--- config.mk ---
export PLATFORM = sky130hd
export DESIGN_NAME = mem_access_unit
export DESIGN_NICKNAME = d
export VERILOG_FILES = /design/src/rtl/mem_access_unit.sv
export SDC_FILE = /design/constraint.sdc
export NUM_CORES = 1
export LEC_CHECK = 0
export ABC_AREA = 0
export CORE_AREA = 2 2 166 103
export CTS_BUF_LIST = sky130_fd_sc_hd__clkbuf_4
export DETAILED_ROUTE_END_ITERATION = 8
export DIE_AREA = 0 0 168 105
export PLACE_DENSITY = 0.84
export SLEW_MARGIN = 15
export SYNTH_ARGS = -nofsm -noshare
export SYNTH_HDL_FRONTEND = slang
export SYNTH_SLANG_ARGS = --single-unit
--- constraint.sdc ---
create_clock -name clk -period 3.1 [get_ports clk]
set_clock_uncertainty 0.1 [all_clocks]
set_input_delay 0.62 -clock clk [delete_from_list [all_inputs] [get_ports clk]]
set_output_delay 0.62 -clock clk [all_outputs]
set_load 0.02 [all_outputs]
--- src/rtl/mem_access_unit.sv ---
// Load/store initiator between execute and a single-port synchronous data RAM; does RMW for sub-word stores.
// Latency accept->resp: error 1, word store 2, load 3, sub-word store 4 cycles; one request in flight.
// Backpressure: req_ready_o is high only in IDLE, so the next accept is no earlier than the cycle after RESP.
//
// Ports:
//   clk, rst_n                      clock, asynchronous active-low reset
//   req_valid_i / req_ready_o       request handshake (accept when both high)
//   req_we_i, req_size_i, req_unsigned_i, req_addr_i, req_wdata_i   request fields, sampled at accept only
//   resp_valid_o, resp_rdata_o, resp_err_o                          one-cycle completion
//   dram_wea_o, dram_addra_o, dram_dina_o, dram_douta_i             RAM port (read data one cycle after address)

module mem_access_unit #(
    parameter int WIDTH      = 32,
    parameter int ADDR_WIDTH = 32
) (
    input  logic                  clk,
    input  logic                  rst_n,
    input  logic                  req_valid_i,
    output logic                  req_ready_o,
    input  logic                  req_we_i,
    input  logic [1:0]            req_size_i,
    input  logic                  req_unsigned_i,
    input  logic [ADDR_WIDTH-1:0] req_addr_i,
    input  logic [WIDTH-1:0]      req_wdata_i,
    output logic                  resp_valid_o,
    output logic [WIDTH-1:0]      resp_rdata_o,
    output logic                  resp_err_o,
    output logic                  dram_wea_o,
    output logic [ADDR_WIDTH-1:0] dram_addra_o,
    output logic [WIDTH-1:0]      dram_dina_o,
    input  logic [WIDTH-1:0]      dram_douta_i
);

    localparam logic [2:0] S_IDLE  = 3'd0;
    localparam logic [2:0] S_READ  = 3'd1;
    localparam logic [2:0] S_DATA  = 3'd2;
    localparam logic [2:0] S_WRITE = 3'd3;
    localparam logic [2:0] S_RESP  = 3'd4;

    logic [2:0]            state;
    logic                  we_q;
    logic                  uns_q;
    logic [1:0]            size_q;
    logic [1:0]            off_q;
    logic [15:0]           wdata_q;
    logic [WIDTH-1:0]      rdata_q;
    logic                  err_q;
    logic [ADDR_WIDTH-1:0] addra_q;
    logic [WIDTH-1:0]      dina_q;

    logic                  req_err;
    logic [4:0]            lane_shift;
    logic [WIDTH-1:0]      load_word;
    logic [7:0]            load_byte;
    logic [15:0]           load_half;
    logic [WIDTH-1:0]      load_ext;
    logic [WIDTH-1:0]      merged;

    always_comb begin
        req_err = 1'b0;
        case (req_size_i)
            2'b00:   req_err = 1'b0;
            2'b01:   req_err = req_addr_i[0];
            2'b10:   req_err = (req_addr_i[1:0] != 2'b00);
            default: req_err = 1'b1;
        endcase
    end

    // Little-endian lanes: byte k at bits [8k+7:8k]; halves are 2-byte aligned so the
    // same shift selects half h = off[1].
    assign lane_shift = {off_q, 3'b000};
    assign load_word  = dram_douta_i >> lane_shift;
    assign load_byte  = load_word[7:0];
    assign load_half  = load_word[15:0];

    always_comb begin
        load_ext = load_word;
        case (size_q)
            2'b00:   load_ext = {{(WIDTH-8){~uns_q & load_byte[7]}}, load_byte};
            2'b01:   load_ext = {{(WIDTH-16){~uns_q & load_half[15]}}, load_half};
            default: load_ext = load_word;
        endcase
    end

    always_comb begin
        merged = dram_douta_i;
        if (size_q == 2'b00) begin
            merged[lane_shift +: 8] = wdata_q[7:0];
        end else begin
            merged[lane_shift +: 16] = wdata_q[15:0];
        end
    end

    always_ff @(posedge clk or negedge rst_n) begin
        if (!rst_n) begin
            state   <= S_IDLE;
            we_q    <= 1'b0;
            uns_q   <= 1'b0;
            size_q  <= 2'b00;
            off_q   <= 2'b00;
            wdata_q <= '0;
            rdata_q <= '0;
            err_q   <= 1'b0;
            addra_q <= '0;
            dina_q  <= '0;
        end else begin
            case (state)
                S_IDLE: begin
                    if (req_valid_i) begin
                        we_q    <= req_we_i;
                        uns_q   <= req_unsigned_i;
                        size_q  <= req_size_i;
                        off_q   <= req_addr_i[1:0];
                        wdata_q <= req_wdata_i[15:0];
                        rdata_q <= '0;
                        err_q   <= req_err;
                        if (req_err) begin
                            // RAM address is left untouched: errors never reach the memory.
                            state <= S_RESP;
                        end else begin
                            addra_q <= req_addr_i;
                            if (req_we_i && (req_size_i == 2'b10)) begin
                                dina_q <= req_wdata_i;
                                state  <= S_WRITE;
                            end else begin
                                state <= S_READ;
                            end
                        end
                    end
                end
                S_READ:  state <= S_DATA;
                S_DATA: begin
                    if (we_q) begin
                        dina_q <= merged;
                        state  <= S_WRITE;
                    end else begin
                        rdata_q <= load_ext;
                        state   <= S_RESP;
                    end
                end
                S_WRITE: state <= S_RESP;
                S_RESP:  state <= S_IDLE;
                default: state <= S_IDLE;
            endcase
        end
    end

    // Write enable decoded from state so the async reset removes it without waiting for an edge.
    assign dram_wea_o   = (state == S_WRITE);
    assign req_ready_o  = (state == S_IDLE);
    assign resp_valid_o = (state == S_RESP);
    assign resp_rdata_o = rdata_q;
    assign resp_err_o   = err_q;
    assign dram_addra_o = addra_q;
    assign dram_dina_o  = dina_q;

endmodule

==> summary by stage, run 1 <==
Run status
The run finished with clean final reports.

Timing
The sum of negative setup slack is 0 ns. For the pin with the worst max-slew slack, the measured transition is 0.938 ns. The relative slew slack is 37.5%. Static timing analysis puts the maximum clock frequency at 368 MHz. The setup-violating endpoint count in the final report is 0. The max-slew violation count is 0. The clock period could shrink to 2.72 ns. The count of endpoints failing hold in the final timing report came to 0. Setup repair after global routing left no endpoint under its margin.

The share of the clock period used by the worst path after layout is 87.7%.

Final layout
In the final layout, the multi-input gates occupy 0.00370 mm². Excluding fillers, the count of instances in the completed layout stands at 1,146. The combined flip-flop and latch cell area is 0.00305 mm². In the layout the commonest cells are sky130_fd_sc_hd__clkdlybuf4s50_1 (201), sky130_fd_sc_hd__dfrtp_1 (121), sky130_fd_sc_hd__nand2_1 (99). The leading cell type in the layout, fill and taps excluded is sky130_fd_sc_hd__clkdlybuf4s50_1.

The fraction of final layout cells sized beyond drive strength 1 is 14.0%. After the last flow step, the layout net total stands at 1,033. The filler cells instantiated in the layout total 1,311. The area growth from synthesis to layout is 35.0%. The number of diodes added for antenna fixing is 0.

Critical path
The critical path arrival is 2.00 ns. The capture instance of the worst register-to-register path is dram_dina_o[12]. The worst setup path is of the flip-flop to primary output kind.

The worst setup path is captured at a primary output. The startpoint identified for the worst register-to-register timing path is off_q[0]. The origin of the worst setup path is state[0]. The element type at the critical path start is a flip-flop. The highest net fanout along the worst path is 11. The worst setup slack for register-to-register paths is 0.48 ns.

Measured in cells, the most critical reg-to-reg path has a length of 6. The worst endpoint required time is 2.38 ns.

Synthesis
The top-area cell type share of the netlist area is 42.6%. By area the synthesized netlist is led by sky130_fd_sc_hd__dfrtp_1 (43%), sky130_fd_sc_hd__mux2_2 (7.4%), sky130_fd_sc_hd__nand2_1 (5.2%). The synthesized instance count is 750. For this run, asynchronously set or reset flops after synthesis account for 100%. Counting flops with a built-in enable in the synthesized netlist gives 0. The count of yosys warnings during synthesis is 0. The library cell occupying the most area in the post-synthesis netlist is sky130_fd_sc_hd__dfrtp_1.

For this run, the leading register cell type out of synthesis is sky130_fd_sc_hd__dfrtp_1. The total of flip-flops plus latches after synthesis is 122. The share of the Yosys chip area taken by registers is 42.6%. The post-synthesis instance area is 0.00717 mm². The post-synthesis average cell area is 9.56 µm². When the netlist entered floorplanning its net count stood at 859. After synthesis, the netlist uses 62 different library cells.

Die
The row count is 36. The height of the chip is 105 µm. The number of placed I/O pins is 203.

The die covers 0.0176 mm². The core region area is 0.0160 mm². For this configuration, the core starts out at a cell density of 44.9%. The horizontal die dimension is 168 µm.

Global routing
The number of antenna violations at the first check in global routing is 0. The first global-routing pass estimated 38,700 µm of wire. The via count of the first global-routing pass was 6,713.

The all-layer global routing usage is 28.3%. Entering global routing, the biggest net connects 74 pins. The total congestion overflow after global routing is 0.

Detailed routing
The via density per instance is 6.17. The routed wire length is 24,800 µm. In the final routed layout, each cell accounts on average for 21.6 µm. After detailed routing, the number of remaining DRC violations is 0. The number of DRC markers after the initial detailed-route iteration is 1,084. The first TritonRoute pass finished after 6 iterations.

Once detail routing completed, the nets flagged for antenna violations numbered 0. Across all layers, the routed design uses 7,072 vias.

Clock tree
The post-cts resize count is 0. The library cell used as clock root buffer is sky130_fd_sc_hd__clkbuf_4. In this run, CTS created clock tree buffers numbering 17.

The H-tree was split into 4 levels. The count of clock tree sinks is 122. The post-CTS clock slew at the launch and capture registers of the worst setup and hold paths is 0.15 ns. Counting along the longest clock path gives a buffer depth of 2. The TritonCTS clock tree is yes. In this run the post-CTS setup repair buffer count came out at 0. The clock network latency to the later pin of the worst-skew pair is 0.54 ns.

Power and ir drop
IR analysis of the VDD net gives a maximum drop of 0.637 mV. The leakage power figure is 3.89 nW. The total power density per cell area is 1140 mW/mm².

Hold path
The source of the worst hold timing path is resp_err_o. In this run the worst hold path is classified as flip-flop to flip-flop. The end point of the worst hold path is resp_err_o. Along the worst hold path, the cell count comes to 2.

Flow run
Max-cap violations in this run came to 0.

Place
The cell count after placement is 1,113. The routability congestion estimate is 0.974. Once detailed placement completed, the half-perimeter wirelength came to 18,400 µm. Port buffering added 202 buffers.
[where the power goes]
| group | total [mW] | switching [mW] | internal [mW] | leakage (nW) |
|---|---|---|---|---|
| Combinational | 6.68 | 3.73 | 2.94 | 2.22 |
| Clock | 1.27 | 0.757 | 0.516 | 0.171 |
| Sequential | 3.05 | 0.685 | 2.36 | 1.50 |
| Total | 11.0 | 5.18 | 5.82 | 3.89 |
[cells by family (layout without fill, tap and decap cells)]
kind of cell	count (synthesis)	after routing	share of synthesized area, %
flops	122	122	42.6
buf+inv	89	276	5.86
compound gates	238	238	23.1
fa+ha+maj	6	6	1.05
mux	64	64	9.92
simple gates	231	231	17.5
[layout make-up]
| cell class | count | share of cell area [%] |
|---|---|---|
| inverters | 8 | 0.310 |
| clock inverters | 15 | 1.89 |
| multi-input cells | 539 | 38.2 |
| repair buffers | 236 | 24.0 |
| clock buffers | 17 | 1.32 |
| flip-flops and latches | 122 | 31.5 |
| well taps | 209 | 2.70 |
[critical path, cell delays in order (launching register included)]
cell	delay [ns]
sky130_fd_sc_hd__dfrtp_1	0.57
sky130_fd_sc_hd__nand2_1	0.09
sky130_fd_sc_hd__nor2_1	0.16
sky130_fd_sc_hd__clkdlybuf4s50_1	0.64
[synthesized netlist by cell type (2+ instances only)]
cell	number
sky130_fd_sc_hd__a211o_1	15
sky130_fd_sc_hd__a211oi_1	13
sky130_fd_sc_hd__a21oi_1	55
sky130_fd_sc_hd__a221o_1	8
sky130_fd_sc_hd__a221oi_1	24
sky130_fd_sc_hd__a22oi_1	15
sky130_fd_sc_hd__a311oi_1	8
sky130_fd_sc_hd__a31oi_1	15
sky130_fd_sc_hd__and2_1	3
sky130_fd_sc_hd__and3b_1	2
sky130_fd_sc_hd__buf_1	6
sky130_fd_sc_hd__buf_2	18
sky130_fd_sc_hd__buf_4	5
sky130_fd_sc_hd__buf_6	6
sky130_fd_sc_hd__clkbuf_1	46
sky130_fd_sc_hd__dfrtp_1	122
sky130_fd_sc_hd__ha_1	6
sky130_fd_sc_hd__inv_1	8
sky130_fd_sc_hd__mux2_2	47
sky130_fd_sc_hd__mux2i_1	16
sky130_fd_sc_hd__nand2_1	99
sky130_fd_sc_hd__nand3_1	44
sky130_fd_sc_hd__nand3b_1	10
sky130_fd_sc_hd__nand4b_1	6
sky130_fd_sc_hd__nand4bb_1	7
sky130_fd_sc_hd__nor2_1	13
sky130_fd_sc_hd__nor2b_1	12
sky130_fd_sc_hd__nor3_1	11
sky130_fd_sc_hd__nor3b_1	3
sky130_fd_sc_hd__nor3b_2	4
sky130_fd_sc_hd__nor4bb_1	3
sky130_fd_sc_hd__o211ai_1	8
sky130_fd_sc_hd__o21ai_0	26
sky130_fd_sc_hd__o21ai_1	12
sky130_fd_sc_hd__o22a_1	16
sky130_fd_sc_hd__o22ai_1	3
sky130_fd_sc_hd__o2bb2ai_1	9
sky130_fd_sc_hd__or2_2	2
[through the flow]
step,utilization (%),instance area (µm²),total power [mW],hold WS (ns),setup slack (ns)
final,60.6,9680,11.0,0.408,0.382
after global placement,58.6,9360,9.49,0.372,0.539
after floorplan,-,7170,7.03,0.224,0.00311
after global routing,60.6,9680,11.6,0.428,0.256
after CTS,60.6,9680,10.9,0.409,0.313
after detailed placement,58.6,9360,9.63,0.376,0.423
[registers in the layout, summed over array words and instances (netlist names)]
name and flops:
wdata_q 16, state 3, dram_dina_o 32, size_q 2, resp_rdata_o 32, resp_err_o 1
off_q 2, uns_q 1, we_q 1, dram_addra_o 32
[worst max path at each step]
| stage | endpoint | slack, ns | depth (start not counted) |
|---|---|---|---|
| after global placement | dram_dina_o[23] | 0.54 | 6 |
| after detailed placement | dram_dina_o[23] | 0.42 | 6 |
| after floorplan | dram_dina_o[26] | 0.003 | 12 |
| after global routing | dram_wea_o | 0.26 | 3 |
| after CTS | dram_wea_o | 0.31 | 3 |
| final | dram_wea_o | 0.38 | 3 |
[layer usage]
layer / global-route usage, % / share of wire, % / up-vias / wire length, µm
li1: - / - / 3170 / -
met1: 41.9 / 43 / 3352 / 10700
met3: 8.18 / 13 / 35 / 3220
met2: 40.5 / 42 / 515 / 10500
met4: 6.89 / 1.4 / 0 / 342
met5: 0 / 0 / - / 0
[repair_timing]
action                                 in CTS  in global routing
hold buffers                                1                  0
endpoints found under the hold margin      32                  0
setup endpoints to repair                   0                  0
(Power assumes the default switching activity.)
==> run 2: changes to the inputs <==
--- a/config.mk
+++ b/config.mk
@@ -5,12 +5,12 @@
 export SDC_FILE = /design/constraint.sdc
 export NUM_CORES = 1
 export LEC_CHECK = 0
-export ABC_AREA = 0
-export CORE_AREA = 2 2 166 103
+export ABC_AREA = 1
+export CORE_AREA = 2 2 131 133
 export CTS_BUF_LIST = sky130_fd_sc_hd__clkbuf_4
 export DETAILED_ROUTE_END_ITERATION = 8
-export DIE_AREA = 0 0 168 105
-export PLACE_DENSITY = 0.84
+export DIE_AREA = 0 0 133 135
+export PLACE_DENSITY = 0.85
 export SLEW_MARGIN = 15
 export SYNTH_ARGS = -nofsm -noshare
 export SYNTH_HDL_FRONTEND = slang
==> run 2 against run 1 <==
Net effect:
- global-route usage fell by 0.68 points
- clock power fell by 10%
- fmax fell by 0.61%
- cell area rose by 1.6%
- area after synthesis rose by 4.1%
- via count rose by 16%
- critical path type unchanged
- count of clock-buffer cells in the layout did not move
- sequential power fell by 4%
- first-iteration DRC count rose by 6.1%
==> summary by stage, run 2 <==
Place
The count of buffers inserted at the top-level ports was 202 (unchanged). The total half-perimeter wirelength after legalization and detailed placement is 18,000 µm (-2.4%). The routability congestion estimate came to 0.972 (-0.20%).

Power and ir drop
The total power density per cell area was 1090 mW/mm² (-3.8%). The maximum VDD drop is 0.629 mV (-1.3%). The leakage power figure is 4.84 nW (+24%).

The post-route total power is 10.7 mW (-2.2%).

Global routing
The total congestion overflow after global routing is 0 (unchanged). The global-route wire length before repair is 39,000 µm (+0.86%). The largest net degree at the start of global routing came to 123 (+66%). The via count of the first global-routing pass is 7,583 (+13%).

The number of antenna violations at the first check in global routing is 1 (+1). The all-layer global routing usage is 27.6% (-0.68 points).

Critical path
The number of buffer and inverter instances along the worst setup path is 2 (+1). The worst setup slack for register-to-register paths is 0.66 ns (+0.18 ns). The element type at the critical path start is a flip-flop. The critical path arrival is 2.01 ns (about the same). The slowest cell on the critical path is sky130_fd_sc_hd__clkdlybuf4s50_1. In this design, the largest share of critical-path delay is due to buffers and inverters. The start of the worst register-to-register path is off_q[0]. The worst endpoint required time is 2.38 ns (about the same).

Walking the worst path, the cells encountered are inv_1 -> nor3_1 -> clkdlybuf4s50_1. The depth of the worst register-to-register path is 11 (+5). The worst setup path is of the flip-flop to primary output kind. The maximum single-stage delay on the critical path is 0.67 ns (+0.03 ns).

The highest net fanout along the worst path came to 6 (-5). The worst setup path is captured at a primary output. In this run the critical register-to-register path is captured at dram_dina_o[31].

Detailed routing
The number of remaining DRC errors is 0 (unchanged). The post-detailed-route count of antenna-violating nets came to 0 (unchanged). The number of DRC markers after the initial detailed-route iteration is 1,150 (+6.1%). The routed wire length came to 24,600 µm (-0.93%).

The via density per instance is 5.27 (-15%). The via count of the routed design came to 8,177 (+16%). The total iterations of the first detailed-routing run was 7 (+1). The average routed wire per standard cell is 15.8 µm (-27%).

Final layout
The fraction of final layout cells sized beyond drive strength 1 is 5.78% (-8.2 points). The area growth from synthesis to layout is 31.7%. The final-stage net count came to 1,429 (+38%).

In the layout the commonest cells are sky130_fd_sc_hd__nand2_1 (544), sky130_fd_sc_hd__clkdlybuf4s50_1 (201), sky130_fd_sc_hd__dfrtp_1 (122). The leading cell type in the layout, fill and taps excluded is sky130_fd_sc_hd__nand2_1.

Synthesis
The total of flip-flops plus latches after synthesis is 122 (unchanged). The post-synthesis sequential area ratio was 40.9% (-1.7 points). The distinct cell type count after synthesis is 30 (-52%).

The library cell occupying the most area in the post-synthesis netlist is sky130_fd_sc_hd__dfrtp_1. The commonest cells after synthesis are sky130_fd_sc_hd__nand2_1 (544), sky130_fd_sc_hd__dfrtp_1 (122), sky130_fd_sc_hd__a21oi_1 (106). For this run, the leading register cell type out of synthesis is sky130_fd_sc_hd__dfrtp_1. The most common cell in the synthesized netlist is sky130_fd_sc_hd__nand2_1.

The number of synthesized flops with an enable pin is 0 (unchanged). The net count after synthesis is 1,253 (+46%). The top-area cell type share of the netlist area is 40.9% (-1.7 points). The share of async-settable or async-resettable flops after synthesis is 100% (unchanged).

The post-synthesis instance area is 0.00747 mm² (+4.1%). The post-synthesis average cell area came to 6.53 µm² (-32%). Yosys attributes the largest share of cell area to sky130_fd_sc_hd__dfrtp_1 (41%), sky130_fd_sc_hd__nand2_1 (27%), sky130_fd_sc_hd__a21oi_1 (7.1%).

The synthesized instance count was 1,144 (+53%). The count of yosys warnings during synthesis is 0 (unchanged).

Die
The horizontal die dimension is 133 µm (-21%). The row count was 47 (+31%). The area of the die is 0.0180 mm² (+1.8%).

The core region area came to 0.0164 mm² (+2.6%). The number of placed I/O pins is 203 (unchanged). The height of the chip is 135 µm (+29%). The starting density of the core was 45.5% (+0.65 points).

Timing
The relative slew slack is 51.6% (+14 points). The maximum clock frequency is 366 MHz (-0.61%). The actual transition at the worst max-transition pin was 0.724 ns (-0.214 ns). The max-slew violation count is 0 (unchanged). The setup-violating endpoint count in the final report is 0 (unchanged).

The sum of negative setup slack is 0 ns (unchanged). The shortest period the worst path allows is 2.73 ns (+0.0166 ns). Setup repair after global routing left no endpoint under its margin. The share of the clock period used by the worst path after layout is 88.2% (+0.54 points). The count of endpoints failing hold in the final timing report is 0 (unchanged).

Clock tree
The post-cts resize count is 0 (unchanged). The count of clock tree sinks was 122 (unchanged). The clock network latency to the later pin of the worst-skew pair is 0.57 ns (+0.03 ns).

The post-CTS clock slew at the launch and capture registers of the worst setup and hold paths is 0.12 ns (-0.03 ns). TritonCTS built the clock tree. The number of hold buffers added after CTS came to 0 (-1). The number of buffers added by the clock tree synthesis step is 17 (unchanged).

The number of buffers inserted to repair setup after CTS is 0 (unchanged). The number of H-tree branching levels is 4 (unchanged). The library cell used as clock root buffer is sky130_fd_sc_hd__clkbuf_4. The buffer levels on the longest clock path came to 2 (unchanged).

Run status
The run finished with clean final reports.

Flow run
The number of maximum-capacitance constraint violations was 0 (unchanged).

Hold path
The min-delay analysis places its worst path in the category input pin to asynchronous set/reset pin.
-- run 2: metal layers --
metal  up-vias  GRT usage, %  routed length [µm]
li1       3974             -                   -
met5         -             0                   0
met1      3731          36.9               10300
met4         0          9.32                 593
met2       417          44.1               11300
met3        55          7.06                2350
-- run 2: cells by family after synthesis --
family / after synthesis / share of synthesized area (%)
simple gates: 698 / 36.8
fa+ha+maj: 6 / 1.01
flops: 122 / 40.9
compound gates: 194 / 13.6
buf+inv: 124 / 7.76
-- run 2: power by group --
group	total, mW	internal (mW)	switching (mW)
Combinational	6.68	2.45	4.23
Clock	1.14	0.475	0.667
Sequential	2.92	2.36	0.567
-- run 2: how the worst max path moves through the flow --
| stage | startpoint | end | slack [ns] | cells after the start |
|---|---|---|---|---|
| 4_1_cts | state[1] | dram_wea_o | 0.33 | 3 |
| 5_1_grt | state[1] | dram_wea_o | 0.26 | 3 |
| 3_3_place_gp | req_addr_i[0] | dram_addra_o[6] | 0.70 | 10 |
| 6_report | state[1] | dram_wea_o | 0.37 | 3 |
| 3_5_place_dp | req_addr_i[0] | dram_addra_o[17] | 0.58 | 10 |
| 2_1_floorplan | off_q[1] | dram_dina_o[27] | 0.80 | 14 |
-- run 2: layout make-up --
type	instances	area [µm²]
sequential	122	3050
inverter	62	233
clock buffer	17	128
fill	1518	6570
antenna	1	2.50
tap	220	275
multi-input combinational	898	3840
timing repair buffer	219	2160
clock inverter	14	149
-- run 2: metrics by stage --
step	setup slack [ns]	hold slack (ns)	cells	area (µm²)	utilization, %
final	0.366	0.0446	1553	9840	60.0
after global routing	0.261	0.0930	1553	9840	60.0
after CTS	0.335	0.0601	1552	9830	59.9
after detailed placement	0.582	0.364	1521	9560	58.3
after global placement	0.695	0.362	1521	9560	58.3
after floorplan	0.803	0.224	1144	7470	-
